`src/rtl/pixel_clip_buffer_pkg.sv`:
```
// Shared types and constants for the pixel clip buffer.
package pixel_clip_buffer_pkg;

  localparam int SCREEN_W = 160;
  localparam int SCREEN_H = 120;

  typedef struct packed {
    logic [7:0] x;
    logic [6:0] y;
    logic [2:0] colour;
  } pixel_t;

  typedef enum logic [1:0] {
    IDLE  = 2'd0,
    DRAIN = 2'd1,
    DONE  = 2'd2
  } drain_state_e;

  // Saturating increment for the 16-bit statistics counters.
  function automatic logic [15:0] sat_inc(input logic [15:0] v);
    return (v == 16'hFFFF) ? v : v + 16'd1;
  endfunction

endpackage

```
`src/rtl/pixel_clip_buffer_if.sv`:
```
// Pixel bus: x/y/colour with plot (valid) and ready handshake.
interface pixel_clip_buffer_if;
  logic [7:0] x;
  logic [6:0] y;
  logic [2:0] colour;
  logic       plot;
  logic       ready;

  modport master (output x, y, colour, plot, input ready);
  modport slave  (input x, y, colour, plot, output ready);
endinterface

```
`src/rtl/pixel_clip_buffer_sync_fifo.sv`:
```
// Show-ahead synchronous FIFO; head entry is always visible on rdata_o.
module sync_fifo #(
  parameter int WIDTH = 18,
  parameter int DEPTH = 16,
  localparam int AW = (DEPTH > 1) ? $clog2(DEPTH) : 1,
  localparam int CW = $clog2(DEPTH + 1)
) (
  input  logic             clk,
  input  logic             rst,
  input  logic             push_i,
  input  logic [WIDTH-1:0] wdata_i,
  input  logic             pop_i,
  output logic [WIDTH-1:0] rdata_o,
  output logic             full_o,
  output logic             empty_o,
  output logic [CW-1:0]    count_o
);

  logic [WIDTH-1:0] mem_q [DEPTH];
  logic [AW-1:0]    wr_ptr_q, wr_ptr_d;
  logic [AW-1:0]    rd_ptr_q, rd_ptr_d;
  logic [CW-1:0]    count_q, count_d;
  logic             do_push, do_pop;

  assign full_o  = (count_q == CW'(DEPTH));
  assign empty_o = (count_q == '0);
  assign count_o = count_q;
  assign rdata_o = mem_q[rd_ptr_q];

  // Full blocks push even when a pop happens the same cycle (no pass-through).
  assign do_push = push_i && !full_o;
  assign do_pop  = pop_i && !empty_o;

  // Next-state for pointers and occupancy; DEPTH is a power of 2 so pointers wrap naturally.
  always_comb begin
    wr_ptr_d = wr_ptr_q;
    rd_ptr_d = rd_ptr_q;
    count_d  = count_q;
    if (do_push) wr_ptr_d = wr_ptr_q + AW'(1);
    if (do_pop)  rd_ptr_d = rd_ptr_q + AW'(1);
    case ({do_push, do_pop})
      2'b10:   count_d = count_q + CW'(1);
      2'b01:   count_d = count_q - CW'(1);
      default: count_d = count_q;
    endcase
  end

  // Pointer/occupancy registers.
  always_ff @(posedge clk) begin
    if (rst) begin
      wr_ptr_q <= '0;
      rd_ptr_q <= '0;
      count_q  <= '0;
    end else begin
      wr_ptr_q <= wr_ptr_d;
      rd_ptr_q <= rd_ptr_d;
      count_q  <= count_d;
    end
  end

  // Storage; contents need no reset since occupancy gates visibility.
  always_ff @(posedge clk) begin
    if (do_push) mem_q[wr_ptr_q] <= wdata_i;
  end

endmodule

```
`src/rtl/pixel_clip_buffer.sv`:
```
// Drops off-screen and back-to-back duplicate pixels, buffers the rest,
// and holds the drawer's done until the buffer has drained to the adapter.
module pixel_clip_buffer
  import pixel_clip_buffer_pkg::*;
#(
  parameter int DEPTH = 16,
  parameter int X_MAX = SCREEN_W,
  parameter int Y_MAX = SCREEN_H
) (
  input  logic                       clk,
  input  logic                       rst,
  pixel_clip_buffer_if.slave         in_bus,
  pixel_clip_buffer_if.master        out_bus,
  input  logic                       in_done,
  output logic                       out_done,
  output logic [15:0]                clip_count,
  output logic [15:0]                dup_count
);

  localparam int CW = $clog2(DEPTH + 1);
  localparam logic [8:0] XLIM = 9'(X_MAX);
  localparam logic [7:0] YLIM = 8'(Y_MAX);

  pixel_t        in_pix, head_pix;
  pixel_t        last_q, last_d;
  logic          last_vld_q, last_vld_d;
  logic [15:0]   clip_cnt_q, clip_cnt_d;
  logic [15:0]   dup_cnt_q, dup_cnt_d;
  drain_state_e  state_q, state_d;
  logic          clr_last;
  logic          fifo_full, fifo_empty;
  logic [CW-1:0] fifo_count;
  logic          accept, is_clip, is_dup, push, pop;

  assign in_pix = {in_bus.x, in_bus.y, in_bus.colour};

  assign accept  = in_bus.plot && !fifo_full;
  assign is_clip = ({1'b0, in_pix.x} >= XLIM) || ({1'b0, in_pix.y} >= YLIM);
  assign is_dup  = last_vld_q && (in_pix == last_q);
  assign push    = accept && !is_clip && !is_dup;
  assign pop     = !fifo_empty && out_bus.ready;

  assign in_bus.ready   = !fifo_full;
  assign out_bus.plot   = !fifo_empty;
  assign out_bus.x      = head_pix.x;
  assign out_bus.y      = head_pix.y;
  assign out_bus.colour = head_pix.colour;
  assign out_done       = (state_q == DONE);
  assign clip_count     = clip_cnt_q;
  assign dup_count      = dup_cnt_q;

  sync_fifo #(.WIDTH($bits(pixel_t)), .DEPTH(DEPTH)) u_fifo (
    .clk     (clk),
    .rst     (rst),
    .push_i  (push),
    .wdata_i (in_pix),
    .pop_i   (pop),
    .rdata_o (head_pix),
    .full_o  (fifo_full),
    .empty_o (fifo_empty),
    .count_o (fifo_count)
  );

  // Drain FSM next state: wait for done, then for the buffer to empty with nothing arriving.
  always_comb begin
    state_d  = state_q;
    clr_last = 1'b0;
    case (state_q)
      IDLE: if (in_done) begin
        state_d  = DRAIN;
        clr_last = 1'b1;
      end
      DRAIN: begin
        if (!in_done)                             state_d = IDLE;
        else if ((fifo_count == '0) && !push)     state_d = DONE;
      end
      DONE: if (!in_done) state_d = IDLE;
      default: state_d = IDLE;
    endcase
  end

  // Duplicate tracker and statistics next state; a clip never updates the tracked pixel.
  always_comb begin
    last_d     = push ? in_pix : last_q;
    last_vld_d = clr_last ? 1'b0 : (push ? 1'b1 : last_vld_q);
    clip_cnt_d = (accept && is_clip) ? sat_inc(clip_cnt_q) : clip_cnt_q;
    dup_cnt_d  = (accept && !is_clip && is_dup) ? sat_inc(dup_cnt_q) : dup_cnt_q;
  end

  // State, tracker and counter registers.
  always_ff @(posedge clk) begin
    if (rst) begin
      state_q    <= IDLE;
      last_q     <= '0;
      last_vld_q <= 1'b0;
      clip_cnt_q <= '0;
      dup_cnt_q  <= '0;
    end else begin
      state_q    <= state_d;
      last_q     <= last_d;
      last_vld_q <= last_vld_d;
      clip_cnt_q <= clip_cnt_d;
      dup_cnt_q  <= dup_cnt_d;
    end
  end

endmodule

```
`src/flat_wrapper.sv`:
```
// flat-port wrapper written by rule: the top's interface ports become plain ports
module pixel_clip_buffer_flat import pixel_clip_buffer_pkg::*;
#(
  parameter int DEPTH = 16,
  parameter int X_MAX = SCREEN_W,
  parameter int Y_MAX = SCREEN_H
)
  (clk, rst, in_done, out_done, clip_count, dup_count, in_bus_x, in_bus_y, in_bus_colour, in_bus_plot, in_bus_ready, out_bus_x, out_bus_y, out_bus_colour, out_bus_plot, out_bus_ready);
  pixel_clip_buffer_if in_bus_i ();
  pixel_clip_buffer_if out_bus_i ();
  input  logic clk;
  input  logic rst;
  input  logic in_done;
  output logic out_done;
  output logic [15:0] clip_count;
  output logic [15:0] dup_count;
  input wire logic [$bits(in_bus_i.x)-1:0] in_bus_x;
  input wire logic [$bits(in_bus_i.y)-1:0] in_bus_y;
  input wire logic [$bits(in_bus_i.colour)-1:0] in_bus_colour;
  input wire logic [$bits(in_bus_i.plot)-1:0] in_bus_plot;
  output wire logic [$bits(in_bus_i.ready)-1:0] in_bus_ready;
  output wire logic [$bits(out_bus_i.x)-1:0] out_bus_x;
  output wire logic [$bits(out_bus_i.y)-1:0] out_bus_y;
  output wire logic [$bits(out_bus_i.colour)-1:0] out_bus_colour;
  output wire logic [$bits(out_bus_i.plot)-1:0] out_bus_plot;
  input wire logic [$bits(out_bus_i.ready)-1:0] out_bus_ready;
  assign in_bus_i.x = in_bus_x;
  assign in_bus_i.y = in_bus_y;
  assign in_bus_i.colour = in_bus_colour;
  assign in_bus_i.plot = in_bus_plot;
  assign in_bus_ready = in_bus_i.ready;
  assign out_bus_x = out_bus_i.x;
  assign out_bus_y = out_bus_i.y;
  assign out_bus_colour = out_bus_i.colour;
  assign out_bus_plot = out_bus_i.plot;
  assign out_bus_i.ready = out_bus_ready;
  pixel_clip_buffer #(.DEPTH(DEPTH), .X_MAX(X_MAX), .Y_MAX(Y_MAX)) u_core (.clk(clk), .rst(rst), .in_bus(in_bus_i), .out_bus(out_bus_i), .in_done(in_done), .out_done(out_done), .clip_count(clip_count), .dup_count(dup_count));
endmodule
```
`config.mk`:
```
export PLATFORM = sky130hd
export DESIGN_NAME = pixel_clip_buffer_flat
export DESIGN_NICKNAME = d
export VERILOG_FILES = /design/src/rtl/pixel_clip_buffer_pkg.sv /design/src/rtl/pixel_clip_buffer_if.sv /design/src/rtl/pixel_clip_buffer_sync_fifo.sv /design/src/rtl/pixel_clip_buffer.sv /design/src/flat_wrapper.sv
export SDC_FILE = /design/constraint.sdc
export NUM_CORES = 1
export LEC_CHECK = 0
export BUFFER_PORTS_ARGS = -buffer_cell sky130_fd_sc_hd__buf_2
export CORE_ASPECT_RATIO = 0.7
export CORE_MARGIN = 4
export CORE_UTILIZATION = 40
export CTS_BUF_LIST = sky130_fd_sc_hd__clkbuf_8
export DETAILED_ROUTE_END_ITERATION = 7
export GPL_TIMING_DRIVEN = 1
export SLEW_MARGIN = 20
export SYNTH_ARGS = -nofsm -noshare
export SYNTH_HDL_FRONTEND = slang
export SYNTH_SLANG_ARGS = --single-unit
```
`constraint.sdc`:
```
create_clock -name clk -period 9.6 [get_ports clk]
set_clock_uncertainty 0.1 [all_clocks]
set_input_delay 1.92 -clock clk [delete_from_list [all_inputs] [get_ports clk]]
set_output_delay 1.92 -clock clk [all_outputs]
set_load 0.01 [all_outputs]
```
==> results of run 1 <==
flip-flops by register name, summed over array words and instances (netlist names), named ones only:
signal and cells:
u_core.u_fifo.rd_ptr_q 4, u_core.clip_count 16, u_core.last_q 18, u_core.u_fifo.count_o 5
u_core.last_vld_q 1, u_core.u_fifo.mem_q 288, u_core.state_q 2, u_core.dup_count 16
u_core.u_fifo.wr_ptr_q 4
per-layer routing:
layer	up-vias	routed length (µm)	GRT usage
met5	-	0	0
met4	0	666	0.0447
met1	3949	15000	0.249
met3	56	1910	0.0370
li1	3436	-	-
met2	213	14000	0.237
Yosys cell counts, drive strengths merged:
| library cell | count |
|---|---|
| clkbuf | 22 |
| o21ba | 1 |
| a2111oi | 1 |
| nand3 | 22 |
| nand3b | 1 |
| nor3b | 2 |
| inv | 15 |
| nand2b | 2 |
| xor2 | 18 |
| or3 | 13 |
| a32o | 1 |
| mux2 | 3 |
| o31a | 1 |
| mux4 | 90 |
| nor4 | 8 |
| dfxtp | 70 |
| ha | 11 |
| and3 | 18 |
| a221o | 1 |
| a211oi | 2 |
| a21oi | 17 |
| or4 | 6 |
| o31ai | 3 |
| a211o | 1 |
| buf | 19 |
| edfxtp | 288 |
| nand2 | 20 |
| nand4 | 6 |
| o21ai | 15 |
| a41o | 1 |
| and2 | 4 |
| nor2b | 9 |
| a21o | 1 |
| nor2 | 60 |
| nor3 | 13 |
| a31oi | 1 |
| xnor2 | 18 |
| o22ai | 1 |
| and4 | 4 |
| o2111a | 1 |
| mux2i | 24 |
final cells by class:
cell class,count,area [µm²],share of cell area
clock inverters,38,163,0.0100
multi-input cells,400,4030,0.249
well taps,472,591,0.0365
repair buffers,92,503,0.0311
clock buffers,58,798,0.0493
flip-flops and latches,358,10100,0.621
inverters,15,56.3,0.00348
where the power goes:
part / leakage (nW) / switching (mW) / internal, mW / total (mW)
clock: 0.571 / 0.565 / 0.554 / 1.12
sequential: 3.17 / 0.0908 / 1.72 / 1.81
combinational: 1.64 / 0.285 / 0.344 / 0.629
total: 5.38 / 0.941 / 2.62 / 3.56
metrics by stage:
step | instance area (µm²) | total power [mW] | hold slack, ns
floorplan | 14300 | 2.30 | 0.337
global placement | 15200 | 2.48 | 0.358
detailed placement | 15200 | 2.48 | 0.368
CTS | 16200 | 3.61 | 0.377
global route | 16200 | 3.73 | 0.409
finish | 16200 | 3.56 | 0.381
worst min path at each step:
stage	from	depth (start not counted)	slack (ns)	endpoint
after floorplan	u_core.state_q[1]$_SDFFE_PP0P_	1	0.34	u_core.state_q[0]$_SDFFE_PP0P_
after global placement	u_core.state_q[1]$_SDFFE_PP0P_	1	0.36	u_core.state_q[0]$_SDFFE_PP0P_
after detailed placement	u_core.state_q[1]$_SDFFE_PP0P_	1	0.37	u_core.state_q[0]$_SDFFE_PP0P_
after CTS	u_core.state_q[1]$_SDFFE_PP0P_	1	0.38	u_core.state_q[0]$_SDFFE_PP0P_
after global routing	u_core.state_q[1]$_SDFFE_PP0P_	1	0.41	u_core.state_q[0]$_SDFFE_PP0P_
final	u_core.state_q[1]$_SDFFE_PP0P_	1	0.38	u_core.state_q[0]$_SDFFE_PP0P_
worst register-to-register path: cells and delay by family, from the launching register on:
kind                       cells  cell delay [ns]
AOI/OAI and AO/OA              3             0.74
xor gates and xnor gates       3             0.54
adders and majority gates      2             0.55
buffers and inverters          1             0.09
DFF                            1             0.32
and+or+nand+nor                5             0.98
cell families (layout without fill, tap and decap cells):
logic type               count (synthesis)  after routing  share of synthesized area
XOR/XNOR                                36             36                     0.0221
AND/OR/NAND/NOR                        188            188                     0.0673
flip-flops                             358            358                      0.703
multiplexers                           117            117                      0.161
adder cells (fa/ha/maj)                 11             11                    0.00963
AO/OA/AOI/OAI                           48             48                     0.0207
buffers and inverters                   56            203                     0.0159
==> impl_metrics.py, run 1 <==
metrics = {
    "sta": {
        "fin_ws_ns": 4.07,
        "relSlewSlack": 0.382,
        "rsz0062_at_grt": "false",
        "final.setup.tns_ns": 0,
        "final_max_slew_viol_count": 0,
        "hold_viol": 0,
        "max_freq_mhz": 181,
        "fin_crit_ns": 5.53,
        "final-setup-viol-count": 0,
        "post-route-period-util": 0.576,
        "worstMarginPinSlew_ns": 0.923,
    },
    "global_route": {
        "grt_pass1_vias": 7540,
        "antenna_found_initial": 1,
        "grt_max_degree": 69,
        "grt_pass1_wl_mm": 47.8,
        "grt-ovfl-total": 0,
        "grtUsageTotal": 0.163,
    },
    "critical_path": {
        "rrSetupSlack_ns": 6.13,
        "worstReg2RegStart": "u_core.last_q[1]$_SDFFE_PP0P_",
        "cp-start-kind": "register",
        "r2r.worst_path.cells": 14,
        "endpoint": "out_bus_x[1]",
        "crit_buf_inv": 2,
        "worstSetupPathType": "reg2out",
        "crit_path_top_delay_cell": "dfxtp_4",
        "worstPathRequired_ns": 7.58,
        "cp-end-kind": "output pin",
        "timing.rr.end": "u_core.u_fifo.count_o[4]$_SDFFE_PP0P_",
        "path_cells": "buf_4 -> mux4_2 -> mux4_2 -> buf_2",
        "path_delay_family": "multiplexers",
        "worst-path-max-fanout": 38,
        "arrival_ns": 3.51,
        "cp_slowest_stage_delay_ns": 0.90,
        "cp_common_cell": "mux4_2",
        "path_depth": 4,
    },
    "synth": {
        "synth_top_area_cell": "edfxtp_1",
        "synth-seq-cells": 358,
        "ys_seq_area_frac": 0.703,
        "synth_cell_types": 46,
        "synth_top_area_frac": 0.605,
        "yosysWarnings": 0,
        "synth_cells": 814,
        "syn_area_um2": 14300,
        "synthTopCellsByArea": "edfxtp_1, mux4_2, dfxtp_1, mux2i_1, nor2_1",
        "synth.avg_cell_area_um2": 17.6,
        "syn_nets": 848,
    },
    "cts": {
        "h-tree-depth": 2,
        "numClockSinks": 358,
        "cts_tree": "done",
        "root_buffer": "clkbuf_8",
        "cts_buffers": 52,
        "hold_buffers": 0,
        "cts_setup_buffers": 0,
        "post_cts_resized": 0,
        "clock_latency_ns": 0.59,
        "clockBufferDepth": 3,
        "path_clk_slew_ns": 0.06,
    },
    "route": {
        "postRouteAntennaNets": 0,
        "first_pass_iters": 4,
        "vias_per_cell": 5.34,
        "wl_per_cell_um": 22.1,
        "drc": 0,
        "num_vias": 7654,
        "wl_mm": 31.6,
        "drt_iter0_markers": 588,
    },
    "die": {
        "dieArea_um2": 38900,
        "fp.dieH_um": 166,
        "core-area_um2": 34900,
        "die_x_um": 234,
        "io_pins": 76,
        "start_util": 0.409,
        "std_cell_rows": 57,
    },
    "layout": {
        "layout_common_cells": "edfxtp_1, mux4_2, buf_2",
        "final_util": 0.464,
        "n_fill_cell": 3042,
        "drive_above_1_share": 0.278,
        "nets": 953,
        "final_common_cell": "edfxtp_1",
        "stdcell_count": 1433,
        "syn_to_final_growth_pct": 13.4,
        "diodes": 0,
    },
    "power": {
        "power.density_nw_per_um2": 220,
        "p_leak_nw": 5.38,
        "irDropWorstVdd_mv": 0.112,
    },
    "run_status": {
        "status": "complete, no violations",
    },
    "placement": {
        "dp_slack_ns": 4.23,
        "dp.cells": 1337,
        "gp_congestion": 0.807,
        "hpwl_mm": 19.0,
        "io_buffers": 75,
    },
    "job": {
        "max_cap_viol_count": 0,
    },
    "min_path": {
        "hp-class": "reg2reg",
    },
}
No activity file was read; power rests on OpenSTA's default activity.
==> inputs of run 2 (changes only) <==
- clock period: 9.6 -> 5.16 ns (I/O delays scaled with it)
==> run 2 against run 1 <==
Net effect: non-clock buffer count increased by 8; clock-buffer cell count decreased by 3; largest cell class unchanged; critical endpoint is now out_bus_y[1]; total power increased by 91%; combinational power increased by 100%; largest power group unchanged; sequential cell count unchanged; die area unchanged; global-route usage increased by 0.37 points; core utilization increased by 0.39 points.
==> impl_metrics.py, run 2 (same netlist as run 1, synthesis figures left out) <==
metrics = {
    "critical_path": {
        "worstSetupPathType": "reg2out",
        "worst-path-max-fanout": 26,
        "cp-start-kind": "register",
        "arrival_ns": 2.93,
        "worstPathRequired_ns": 4.03,
        "cp-end-kind": "output pin",
    },
    "sta": {
        "hold_viol": 0,
        "final_max_slew_viol_count": 0,
        "fin_crit_ns": 4.07,
        "post-route-period-util": 0.788,
        "worstMarginPinSlew_ns": 0.991,
        "final-setup-viol-count": 0,
        "relSlewSlack": 0.340,
        "max_freq_mhz": 246,
        "rsz0062_at_grt": "false",
        "final.setup.tns_ns": 0,
    },
    "die": {
        "io_pins": 76,
        "core-area_um2": 34900,
        "dieArea_um2": 38900,
        "die_x_um": 234,
        "fp.dieH_um": 166,
        "start_util": 0.409,
        "std_cell_rows": 57,
    },
    "layout": {
        "nets": 964,
        "reg_top3": "u_core.u_fifo.mem_q (288), u_core.last_q (18)",
        "final_common_cell": "edfxtp_1",
        "largest_reg_flops": 288,
        "final_design_area_no_fill_um2": 16300,
        "syn_to_final_growth_pct": 14.3,
        "top_register": "u_core.u_fifo.mem_q",
        "layout_common_cells": "edfxtp_1, mux4_2, buf_2",
        "drive_above_1_share": 0.278,
    },
    "power": {
        "p_leak_nw": 5.45,
        "power.density_nw_per_um2": 417,
        "irDropWorstVdd_mv": 0.234,
    },
    "route": {
        "vias_per_cell": 5.32,
        "drc": 0,
        "first_pass_iters": 5,
        "num_vias": 7705,
        "drt_iter0_markers": 612,
        "wl_per_cell_um": 22.2,
        "postRouteAntennaNets": 0,
        "wl_mm": 32.2,
    },
    "cts": {
        "clockBufferDepth": 3,
        "clock_latency_ns": 0.60,
        "hold_buffers": 0,
        "cts_tree": "done",
        "numClockSinks": 358,
        "root_buffer": "clkbuf_8",
        "post_cts_resized": 0,
        "path_clk_slew_ns": 0.06,
        "h-tree-depth": 2,
        "cts_setup_buffers": 0,
        "cts_buffers": 55,
    },
    "run_status": {
        "status": "complete, no violations",
    },
    "placement": {
        "place_area_um2": 15300,
        "gp_congestion": 0.822,
        "hpwl_mm": 19.6,
        "io_buffers": 75,
    },
    "job": {
        "max_cap_viol_count": 0,
    },
    "global_route": {
        "grt_max_degree": 58,
        "grt_pass1_wl_mm": 49.0,
        "grtUsageTotal": 0.167,
        "antenna_found_initial": 1,
        "grt-ovfl-total": 0,
        "grt_pass1_vias": 7670,
    },
    "min_path": {
        "hp-class": "reg2reg",
    },
}
==> run 2: stage by stage <==
step	util	instances	setup WS (ns)	hold slack [ns]	power, mW
global route	0.467	1446	0.861	0.405	7.15
finish	0.467	1447	1.09	0.368	6.81
floorplan	-	814	1.14	0.337	4.27
detailed placement	0.438	1345	0.619	0.361	4.67
CTS	0.467	1446	0.967	0.371	6.89
global placement	0.438	1345	0.631	0.365	4.66
==> run 2: worst max-delay path, stage by stage (launching register included) <==
cell     delay, ns
dfxtp_4       0.54
buf_4         0.53
mux4_2        0.60
mux4_2        0.51
buf_2         0.16
==> run 2: worst paths after layout <==
kind	slack (ns)	from	endpoint	cells past startpoint
min	0.37	u_core.state_q[1]$_SDFFE_PP0P_	u_core.state_q[0]$_SDFFE_PP0P_	1
max reg2reg	1.65	u_core.last_q[6]$_SDFFE_PP0P_	u_core.u_fifo.count_o[4]$_SDFFE_PP0P_	14
max	1.09	register	out_bus_y[1]	4
min reg2reg	0.37	u_core.state_q[1]$_SDFFE_PP0P_	u_core.state_q[0]$_SDFFE_PP0P_	1
==> run 2: final cells by class <==
class                   count  area (µm²)
flip-flops and latches    358       10100
multi-input cells         400        4030
repair buffers            100         576
diodes                      1        2.50
fillers                  3008       18600
clock buffers              55         757
clock inverters            46         269
inverters                  15        56.3
well taps                 472         591
==> run 2: report_power, final <==
| group | internal, mW | switching (mW) | leakage [nW] |
|---|---|---|---|
| sequential | 3.20 | 0.121 | 3.17 |
| combinational | 0.661 | 0.595 | 1.69 |
| clock | 1.15 | 1.08 | 0.597 |
| total | 5.01 | 1.80 | 5.45 |
==> run 2: per-layer routing <==
layer | vias up | global-route usage | share of wire
met5 | - | 0 | 0
met4 | 0 | 0.0356 | 0.014
met3 | 52 | 0.0372 | 0.063
met2 | 218 | 0.238 | 0.44
met1 | 3968 | 0.263 | 0.48
li1 | 3467 | - | -
==> inputs of run 3 (changes only) <==
- clock period: 5.16 -> 4.25 ns (I/O delays scaled with it)
==> run 3 against run 2 <==
Net effect: sequential power increased by 22%; hold slack got worse by 0.0079 ns; clock-buffer cell count increased by 6; worst setup slack got worse by 0.69 ns; combinational power increased by 21%; largest cell class unchanged.
==> impl_metrics.py, run 3 (same netlist as run 1, synthesis figures left out) <==
metrics = {
    "run_status": {
        "status": "complete, no violations",
    },
    "critical_path": {
        "worstPathRequired_ns": 3.30,
        "rrSetupSlack_ns": 0.92,
        "cp_common_cell": "mux4_2",
        "worstSetupPathType": "reg2out",
        "path_cells": "buf_12 -> mux4_2 -> mux4_2 -> buf_2",
        "crit_path_top_delay_cell": "dfxtp_4",
        "path_delay_family": "multiplexers",
        "crit_buf_inv": 2,
        "arrival_ns": 2.89,
        "cp_slowest_stage_delay_ns": 0.72,
        "cp-start-kind": "register",
        "worstReg2RegStart": "u_core.last_q[1]$_SDFFE_PP0P_",
        "cp-end-kind": "output pin",
        "worst-path-max-fanout": 28,
    },
    "placement": {
        "dp.cells": 1364,
        "io_buffers": 75,
        "hpwl_mm": 19.9,
        "gp_congestion": 0.781,
    },
    "layout": {
        "n_fill_cell": 2991,
        "drive_above_1_share": 0.289,
        "reg_top3": "u_core.u_fifo.mem_q (288), u_core.last_q (18)",
        "top_register": "u_core.u_fifo.mem_q",
        "nets": 980,
        "layout.area.seq_um2": 10100,
        "final_common_cell": "edfxtp_1",
        "stdcell_count": 1461,
        "multiInputGateArea_um2": 4020,
        "largest_reg_flops": 288,
        "syn_to_final_growth_pct": 15.6,
        "layout_common_cells": "edfxtp_1, mux4_2, buf_2",
    },
    "die": {
        "io_pins": 76,
        "start_util": 0.409,
        "std_cell_rows": 57,
        "dieArea_um2": 38900,
        "die_x_um": 234,
        "fp.dieH_um": 166,
        "core-area_um2": 34900,
    },
    "power": {
        "irDropWorstVdd_mv": 0.378,
        "total_power_mw": 8.21,
        "power.density_nw_per_um2": 497,
        "p_leak_nw": 5.59,
    },
    "cts": {
        "numClockSinks": 358,
        "cts_buffers": 52,
        "post_cts_resized": 0,
        "h-tree-depth": 2,
        "root_buffer": "clkbuf_8",
        "cts_setup_buffers": 0,
        "clockBufferDepth": 3,
        "cts_tree": "done",
        "clock_latency_ns": 0.59,
        "path_clk_slew_ns": 0.07,
        "hold_buffers": 0,
    },
    "global_route": {
        "antenna_found_initial": 3,
        "grt_pass1_vias": 7669,
        "grt-ovfl-total": 0,
        "grtUsageTotal": 0.168,
        "grt_pass1_wl_mm": 49.0,
        "grt_max_degree": 48,
    },
    "sta": {
        "relSlewSlack": 0.363,
        "rsz0062_at_grt": "false",
        "post-route-period-util": 0.904,
        "final-setup-viol-count": 0,
        "fin_crit_ns": 3.84,
        "final.setup.tns_ns": 0,
        "worstMarginPinSlew_ns": 0.956,
        "max_freq_mhz": 260,
        "hold_viol": 0,
        "final_max_slew_viol_count": 0,
    },
    "route": {
        "postRouteAntennaNets": 0,
        "first_pass_iters": 5,
        "wl_mm": 32.8,
        "drt_iter0_markers": 513,
        "drc": 0,
        "vias_per_cell": 5.30,
        "wl_per_cell_um": 22.4,
        "num_vias": 7749,
    },
    "min_path": {
        "min_from": "in_done",
        "hp-class": "in2reg",
    },
    "job": {
        "max_cap_viol_count": 0,
    },
}
-- run 3: through the flow --
stage	instance area [µm²]	util	hold slack [ns]	worst slack (ns)
2_1_floorplan	14300	-	0.337	0.414
3_3_place_gp	15500	0.444	0.357	0.274
3_5_place_dp	15500	0.444	0.366	0.268
4_1_cts	16500	0.473	0.314	0.283
5_1_grt	16500	0.473	0.342	0.213
6_report	16500	0.473	0.360	0.407
-- run 3: worst paths after layout --
check | to | cells after the start
worst min register to register | u_core.state_q[0]$_SDFFE_PP0P_ | 1
worst max register to register | u_core.u_fifo.count_o[4]$_SDFFE_PP0P_ | 14
worst min-delay path | u_core.last_vld_q$_SDFFE_PP0P_ | 2
worst max-delay path | out_bus_x[0] | 4
-- run 3: layout make-up --
type,instances,area share
inverter,15,0.00341
clock buffer,61,0.0508
sequential,358,0.609
antenna,1,0.000151
clock inverter,35,0.0101
timing repair buffer,119,0.0473
multi-input combinational,400,0.244
tap,472,0.0358
-- run 3: power breakdown --
group / internal, mW / total, mW / switching (mW)
Sequential: 3.89 / 4.05 / 0.161
Clock: 1.36 / 2.65 / 1.28
Combinational: 0.830 / 1.52 / 0.687
-- run 3: worst reg2reg max path, delay by kind of cell, from the launching register on --
kind | cells | cell delay [ns]
xor gates and xnor gates | 3 | 0.58
buffers and inverters | 1 | 0.09
AOI/OAI and AO/OA | 3 | 0.70
adders and majority gates | 2 | 0.39
DFF | 1 | 0.32
and+or+nand+nor | 5 | 1.04
-- run 3: metal layers --
metal / track usage / share of wire
met1: 0.270 / 0.49
met2: 0.233 / 0.43
met3: 0.0388 / 0.065
met4: 0.0369 / 0.011
met5: 0 / 0
